### config.mk
export PLATFORM = sky130hd
export DESIGN_NAME = slt
export DESIGN_NICKNAME = d
export VERILOG_FILES = /design/src/rtl/slt_pkg.sv /design/src/rtl/slt_full_adder.sv /design/src/rtl/slt.sv
export SDC_FILE = /design/constraint.sdc
export NUM_CORES = 1
export LEC_CHECK = 0
export CORE_UTILIZATION = 30
export CTS_BUF_LIST = sky130_fd_sc_hd__clkbuf_2
export CTS_CLUSTER_DIAMETER = 150
export DETAILED_ROUTE_END_ITERATION = 8
export GPL_TIMING_DRIVEN = 1
export PLACE_DENSITY_LB_ADDON = 0.15
export SLEW_MARGIN = 20
export SYNTH_ARGS = -nofsm -noshare
export SYNTH_HDL_FRONTEND = slang
export SYNTH_SLANG_ARGS = --single-unit
### constraint.sdc
create_clock -name clk -period 3.6 [get_ports clk]
set_clock_uncertainty 0.05 [all_clocks]
set_input_delay 0.72 -clock clk [delete_from_list [all_inputs] [get_ports clk]]
set_output_delay 0.72 -clock clk [all_outputs]
set_load 0.02 [all_outputs]
### src/rtl/slt_pkg.sv
// -----------------------------------------------------------------------------
// slt_pkg
// Shared ALU definitions used by the comparison units (slt, sltu, compare).
//   ALU_WIDTH  : datapath width of the 64-bit ALU operation units
//   FLAG_BIT   : bit position that carries a comparison flag in a result word
//   zext_flag  : builds a result word holding a flag in bit 0, zero elsewhere
// -----------------------------------------------------------------------------
package slt_pkg;

   localparam int ALU_WIDTH = 64;
   localparam int FLAG_BIT  = 0;

   // Comparison results are zero-extended: the flag sits in bit 0 and every
   // upper bit is a constant 0.
   function automatic logic [ALU_WIDTH-1:0] zext_flag(input logic flag);
      logic [ALU_WIDTH-1:0] word;
      word           = {ALU_WIDTH{1'b0}};
      word[FLAG_BIT] = flag;
      return word;
   endfunction

endpackage

### src/rtl/slt_full_adder.sv
// -----------------------------------------------------------------------------
// full_adder
// One-bit full adder, the ripple cell of the slt subtractor.
//   a, b  : input  1  addend bits
//   cin   : input  1  carry in
//   sum   : output 1  sum bit
//   cout  : output 1  carry out
// -----------------------------------------------------------------------------
module full_adder (
   input  logic a,
   input  logic b,
   input  logic cin,
   output logic sum,
   output logic cout
);

   assign sum  = a ^ b ^ cin;
   assign cout = (a & b) | (a & cin) | (b & cin);

endmodule

### src/rtl/slt.sv
// -----------------------------------------------------------------------------
// slt
// Signed set-less-than ALU unit with a one-cycle registered result.
//   clk   : input  1      rising-edge clock
//   reset : input  1      synchronous, active-high; clears Y
//   A     : input  WIDTH  first operand, two's complement
//   B     : input  WIDTH  second operand, two's complement
//   Y     : output WIDTH  registered result, bit 0 = (A <s B), upper bits 0
// -----------------------------------------------------------------------------
module slt
   import slt_pkg::*;
#(
   parameter int WIDTH = ALU_WIDTH
) (
   input  logic             clk,
   input  logic             reset,
   input  logic [WIDTH-1:0] A,
   input  logic [WIDTH-1:0] B,
   output logic [WIDTH-1:0] Y
);

   logic [WIDTH-1:0] b_inv_s;
   logic [WIDTH-1:0] diff_s;
   logic [WIDTH-1:0] carry_s;
   logic             carry_out_unused;
   logic             neg_s;
   logic             ovf_s;
   logic             lt_s;
   logic [WIDTH-1:0] y_d;
   logic [WIDTH-1:0] y_q;

   // A - B is formed as A + ~B + 1; the +1 enters as the chain's carry-in.
   assign b_inv_s    = ~B;
   assign carry_s[0] = 1'b1;

   for (genvar i = 0; i < WIDTH; i++) begin : g_rca
      if (i < WIDTH - 1) begin : g_mid
         full_adder u_fa (
            .a    (A[i]),
            .b    (b_inv_s[i]),
            .cin  (carry_s[i]),
            .sum  (diff_s[i]),
            .cout (carry_s[i+1])
         );
      end else begin : g_msb
         // The final carry has no meaning for a signed compare.
         full_adder u_fa (
            .a    (A[i]),
            .b    (b_inv_s[i]),
            .cin  (carry_s[i]),
            .sum  (diff_s[i]),
            .cout (carry_out_unused)
         );
      end
   end

   // Overflow of A - B: operands of opposite sign (A and ~B share a sign)
   // and the difference sign disagrees with A. N ^ V then gives the true
   // ordering even when the subtraction wraps.
   assign neg_s = diff_s[WIDTH-1];
   assign ovf_s = (A[WIDTH-1] == b_inv_s[WIDTH-1]) && (diff_s[WIDTH-1] != A[WIDTH-1]);
   assign lt_s  = neg_s ^ ovf_s;

   // Next result word: flag in bit 0, upper bits held at zero.
   always_comb begin
      y_d = zext_flag(lt_s);
   end

   // Result register; reset wins over the update.
   always_ff @(posedge clk) begin
      if (reset) begin
         y_q <= {WIDTH{1'b0}};
      end else begin
         y_q <= y_d;
      end
   end

   assign Y = y_q;

endmodule

==> metrics.md, run 1 <==
| Metric | Value |
|---|---|
| GRT overflow | `0` |
| Power per cell area | `118 nW/µm²` |
| Post-synthesis register bit count | `1` |
| HPWL Detailed | `4350 µm` |
| GP Congestion | `0.777` |
| ANT nets after route | `0` |
| Compound-Gate Fraction of Synth Area | `32.6%` |
| # IOs | `194` |
| Arr. time, crit path | `2.86 ns` |
| CTS resizes | `0` |
| Nets | `517` |
| YS warnings | `0` |
| Initial Util | `31.6%` |
| Die Area | `5790 µm²` |
| Met1 usage | `16.3%` |
| Post-synth EDFFs | `0` |
| Post-synthesis simple-gate area fraction | `24.3%` |
| Seq/Total Area, Yosys | `1.22%` |
| Die height | `76.1 µm` |
| Area Growth Syn to Fin | `69.8%` |
| FFs w/ async S/R, synth | `0%` |
| Mux contribution to synthesized area | `0%` |
| DR iter-0 viols | `41` |
| Wire per inst | `10.2 µm` |
| Final Max Tran Viols | `0` |
| Total global-route track usage | `15.1%` |
| CP startpoint kind | `input pin` |
| First-pass GRT wire length | `7500 µm` |
| Pre-antenna DRT Iters | `4` |
| Fmax | `0.329 GHz` |
| Buffer count from post-CTS setup fixing | `0` |
| Area leader, netlist | `buf_4` |
| Synth Flop Type | `dfxtp_1` |
| Util after Layout | `53.7%` |
| Final-report hold violation count | `0` |
| Final period util | `84.5%` |
| Netlist cell types | `49` |
| XOR/XNOR Fraction of Synth Area | `0%` |
| Crit end category | `flop` |
| Met2 Use GR | `31.4%` |
| Hold Buf Count CTS | `0` |
| Commonest cells in the netlist | `buf_4, inv_1, nand2b_1, o22ai_1, nor2b_1` |
| Synth top area share | `28.7%` |
| Status | `completed` |
| Via-to-Cell Ratio | `4.32` |
| Core ar. | `5200 µm²` |
| Pin count of the biggest net entering global routing | `4` |
| Max_cap viols | `0` |
| Critical Path Fanout Max | `3` |
| Non-Filler Instances | `455` |
| Largest register FFs | `1` |
| Setup TNS | `0 ns` |
| RSZ-0062 raised after global routing | `no` |
| Filler cell count | `519` |
| Leak pwr | `1.28 nW` |
| Via Count | `1965` |
| Adder-cell share of the synthesized area | `1.29%` |
| DRC viols | `0` |
| Main combinational cell family by area after synthesis | `buffers and inverters` |
| Max VDD drop | `64.1 µV` |
| Count leader, synth | `buf_4` |
| WS Path Type | `input pin to flop` |
| Worst min path class | `input pin to flop` |
| Top Usage Layer GRT | `met2` |
| Tot Pwr | `0.330 mW` |
| Layout cells sized above 1 | `2.08%` |
| Antenna Cells | `0` |
| Critical path data required time | `3.42 ns` |
| Port Buffer Count | `130` |
| Average cell area after synthesis | `6.43 µm²` |
| Site Rows | `26` |
| Setup violators final | `0` |
| Initial antenna violation count | `0` |
| Detailed Route WL | `4650 µm` |
| Cell Area, Synth | `1650 µm²` |
| Die X | `76.1 µm` |
| Met3 usage | `2.51%` |
| Crit path time final | `3.04 ns` |
| Top post-synthesis cells by area | `buf_4, inv_1, nand2b_1` |
| Mapped Cells | `256` |
| Placed insts | `455` |
| Vias in the first global route | `1874` |
| CTS clk-pin slew, worst paths | `0 ns` |
power by group:
part	switching, mW	internal (mW)	leakage [nW]
clock	0	0	0
combinational	0.141	0.176	1.27
sequential	0.000256	0.0124	0.00830
total	0.142	0.189	1.28
layer usage:
layer / share of wire [%] / up-vias
met5: 0 / -
met3: 9.5 / 2
met2: 52 / 111
met4: 0.43 / 0
li1: - / 1016
met1: 38 / 836
metrics by stage:
stage	hold slack, ns	area (µm²)	worst slack, ns
after detailed placement	1.22	2800	0.546
after global placement	1.23	2800	0.583
final	1.23	2800	0.557
after CTS	1.23	2800	0.540
after floorplan	0.747	1880	1.24
after global routing	1.26	2800	0.331
worst paths after layout:
kind,from,endpoint,cells after the start
setup / recovery,A[47],Y[0]$_SDFF_PP0_,9
hold / removal,reset,Y[0]$_SDFF_PP0_,2
cells by family after synthesis:
| kind of cell | Yosys count |
|---|---|
| buffers and inverters | 114 |
| AOI/OAI and AO/OA | 71 |
| and+or+nand+nor | 67 |
| adders and majority gates | 2 |
| DFF | 1 |
| other | 1 |
cell type report:
class | count | area (µm²) | share of cell area (%)
Multi-Input combinational cell | 203 | 1190 | 42.7
Tap cell | 70 | 87.6 | 3.13
Timing Repair Buffer | 130 | 1300 | 46.6
Inverter | 51 | 191 | 6.85
Sequential cell | 1 | 20.0 | 0.716
worst max-delay path, cell delays in order:
cell and delay [ns]:
clkdlybuf4s50_1 0.47, nand2b_1 0.13, o2111ai_1 0.15, a221o_1 0.30, a211oi_2 0.25, and4b_1 0.27, o31ai_2 0.08, a2111oi_0 0.40
nor4_1 0.08
cell usage in the layout (no fill, tap or decap), drive strengths merged, types with 2 or more instances in the layout:
cell           Yosys  final
clkdlybuf4s50      0    130
conb               1     63
inv               50     50
nand2b            23     23
o22ai             16     16
nor2b             16     16
nand2             10     10
a21oi              7      7
o2111ai            6      6
a22oi              6      6
nor2               5      5
o21ai              5      5
nor3b              4      4
a211oi             4      4
a221oi             3      3
a31o               3      3
nor3               2      2
o2bb2ai            2      2
o221ai             2      2
a2111oi            2      2
a211o              2      2
a31oi              2      2
a21boi             2      2
maj3               2      2
No activity file was read; power rests on OpenSTA's default activity.
==> run 2, diff against run 1 <==
Settings changed: CORE_UTILIZATION 30 to 28.
Clock period 3.6 ns to 2.9 ns, I/O delays scaled along.
==> run 2 against run 1 <==
  * Global-route usage down 0.96 points
  * Critical endpoint unchanged
  * Sequential power up 25%
  * Die area up 7.0%
  * Critical path depth up 1
  * Largest cell class unchanged
  * Sequential cell count unchanged
  * Via count up 0.97%
  * Sequential share of layout area about the same
  * Combinational power up 29%
==> metrics.md, run 2 (synthesis results as in run 1) <==
| Metric | Value |
|---|---|
| DRC viols | `0` |
| Non-Filler Instances | `459` |
| # IOs | `194` |
| Die height | `78.7 µm` |
| Critical Path Start | `B[45]` |
| Antenna Cells | `0` |
| Pin count of the biggest net entering global routing | `4` |
| Tot Pwr | `0.424 mW` |
| Filler cell count | `573` |
| CTS clk-pin slew, worst paths | `0 ns` |
| DR iter-0 viols | `19` |
| Worst min path class | `input pin to flop` |
| Max VDD drop | `70.2 µV` |
| CP startpoint kind | `input pin` |
| GRT overflow | `0` |
| Detailed Route WL | `4730 µm` |
| Final Max Tran Viols | `0` |
| Gate power share | `96.3%` |
| Clock network power share | `0%` |
| Total global-route track usage | `14.1%` |
| Critical Path Fanout Max | `2` |
| Setup TNS | `0 ns` |
| Commonest cells after routing, fill and taps aside | `clkdlybuf4s50_1, conb_1, inv_1` |
| Switch Pwr | `0.183 mW` |
| Layout cells sized above 1 | `5.43%` |
| Port Buffer Count | `130` |
| Critical path capture point | `Y[0]$_SDFF_PP0_` |
| Leak pwr | `1.39 nW` |
| First-pass GRT wire length | `7330 µm` |
| Core ar. | `5570 µm²` |
| Largest register FFs | `1` |
| Crit path time final | `2.79 ns` |
| Via-to-Cell Ratio | `4.32` |
| Arr. time, crit path | `2.62 ns` |
| Final-report hold violation count | `0` |
| Critical path data required time | `2.72 ns` |
| Placed insts | `457` |
| Worst Slack Setup Final | `0.106 ns` |
| Util after Layout | `52.3%` |
| Sequential cell area | `20.0 µm²` |
| Die Area | `6190 µm²` |
| GP Congestion | `0.777` |
| HPWL Detailed | `4390 µm` |
| Setup violators final | `0` |
| Fmax | `0.358 GHz` |
| Wire per inst | `10.3 µm` |
| Pre-antenna DRT Iters | `4` |
| Net Sw Frac | `43.2%` |
| Nets | `519` |
| Via Count | `1984` |
| Site Rows | `27` |
| Max_cap viols | `0` |
| Initial antenna violation count | `0` |
| Most common cell after layout, fill and taps aside | `clkdlybuf4s50_1` |
| Crit end category | `flop` |
| Reg power frac | `3.7%` |
| Area Growth Syn to Fin | `77.1%` |
| Vias in the first global route | `1783` |
| WS Path Type | `input pin to flop` |
| Die X | `78.7 µm` |
| Final period util | `96.3%` |
| Multi-input gate area | `1280 µm²` |
| Initial Util | `29.5%` |
| DP Worst Slack | `0.00769 ns` |
| Status | `completed` |
| Hold Buf Count CTS | `0` |
| Cell Int Power | `0.241 mW` |
| ANT nets after route | `0` |
| Power per cell area | `146 nW/µm²` |
run 2: cell type report:
| type | instances | area share, % |
|---|---|---|
| Tap cell | 72 | 3.09 |
| Timing Repair Buffer | 132 | 45.8 |
| Sequential cell | 1 | 0.687 |
| Inverter | 51 | 6.57 |
| Multi-Input combinational cell | 203 | 43.9 |
run 2: critical path: stages:
cell	delay, ns
clkdlybuf4s50_1	0.40
inv_1	0.10
o2111ai_2	0.12
a221o_1	0.29
a211oi_2	0.24
buf_4	0.15
and3b_2	0.20
a221oi_4	0.08
a2111oi_2	0.37
nor4_1	0.08
run 2: metrics by stage:
stage	hold WS [ns]	cell area [µm²]
3_3_place_gp	1.09	2800
6_report	1.09	2920
3_5_place_dp	1.09	2800
4_1_cts	1.09	2800
2_1_floorplan	0.607	1880
5_1_grt	1.11	2920
run 2: power by group through the flow:
| stage | Sequential, mW | Clock, mW | Combinational (mW) |
|---|---|---|---|
| global route | 0.0157 | 0 | 0.448 |
| global placement | 0.0156 | 0 | 0.391 |
| floorplan | 0.0174 | 0 | 0.248 |
| CTS | 0.0157 | 0 | 0.395 |
| finish | 0.0157 | 0 | 0.409 |
| detailed placement | 0.0157 | 0 | 0.394 |
run 2: worst min-delay path by stage:
stage	start	end	slack (ns)	depth (start not counted)
detailed placement	reset	Y[0]$_SDFF_PP0_	1.09	2
floorplan	reset	Y[0]$_SDFF_PP0_	0.61	1
finish	reset	Y[0]$_SDFF_PP0_	1.09	2
global route	reset	Y[0]$_SDFF_PP0_	1.11	2
global placement	reset	Y[0]$_SDFF_PP0_	1.09	2
CTS	reset	Y[0]$_SDFF_PP0_	1.09	2
run 2: routing by layer:
metal	up-vias	track usage [%]	wire length [µm]
met3	0	1.63	432
met4	0	0	0
met1	864	16.8	1840
met2	97	28.1	2450
met5	-	0	0
li1	1023	-	-
run 2: what timing repair did:
action                                  4_1_cts  5_1_grt
setup buffers                                 0        2
endpoints found under the setup margin        1        1
gates resized for setup                       1       20
pin swaps                                     2        9
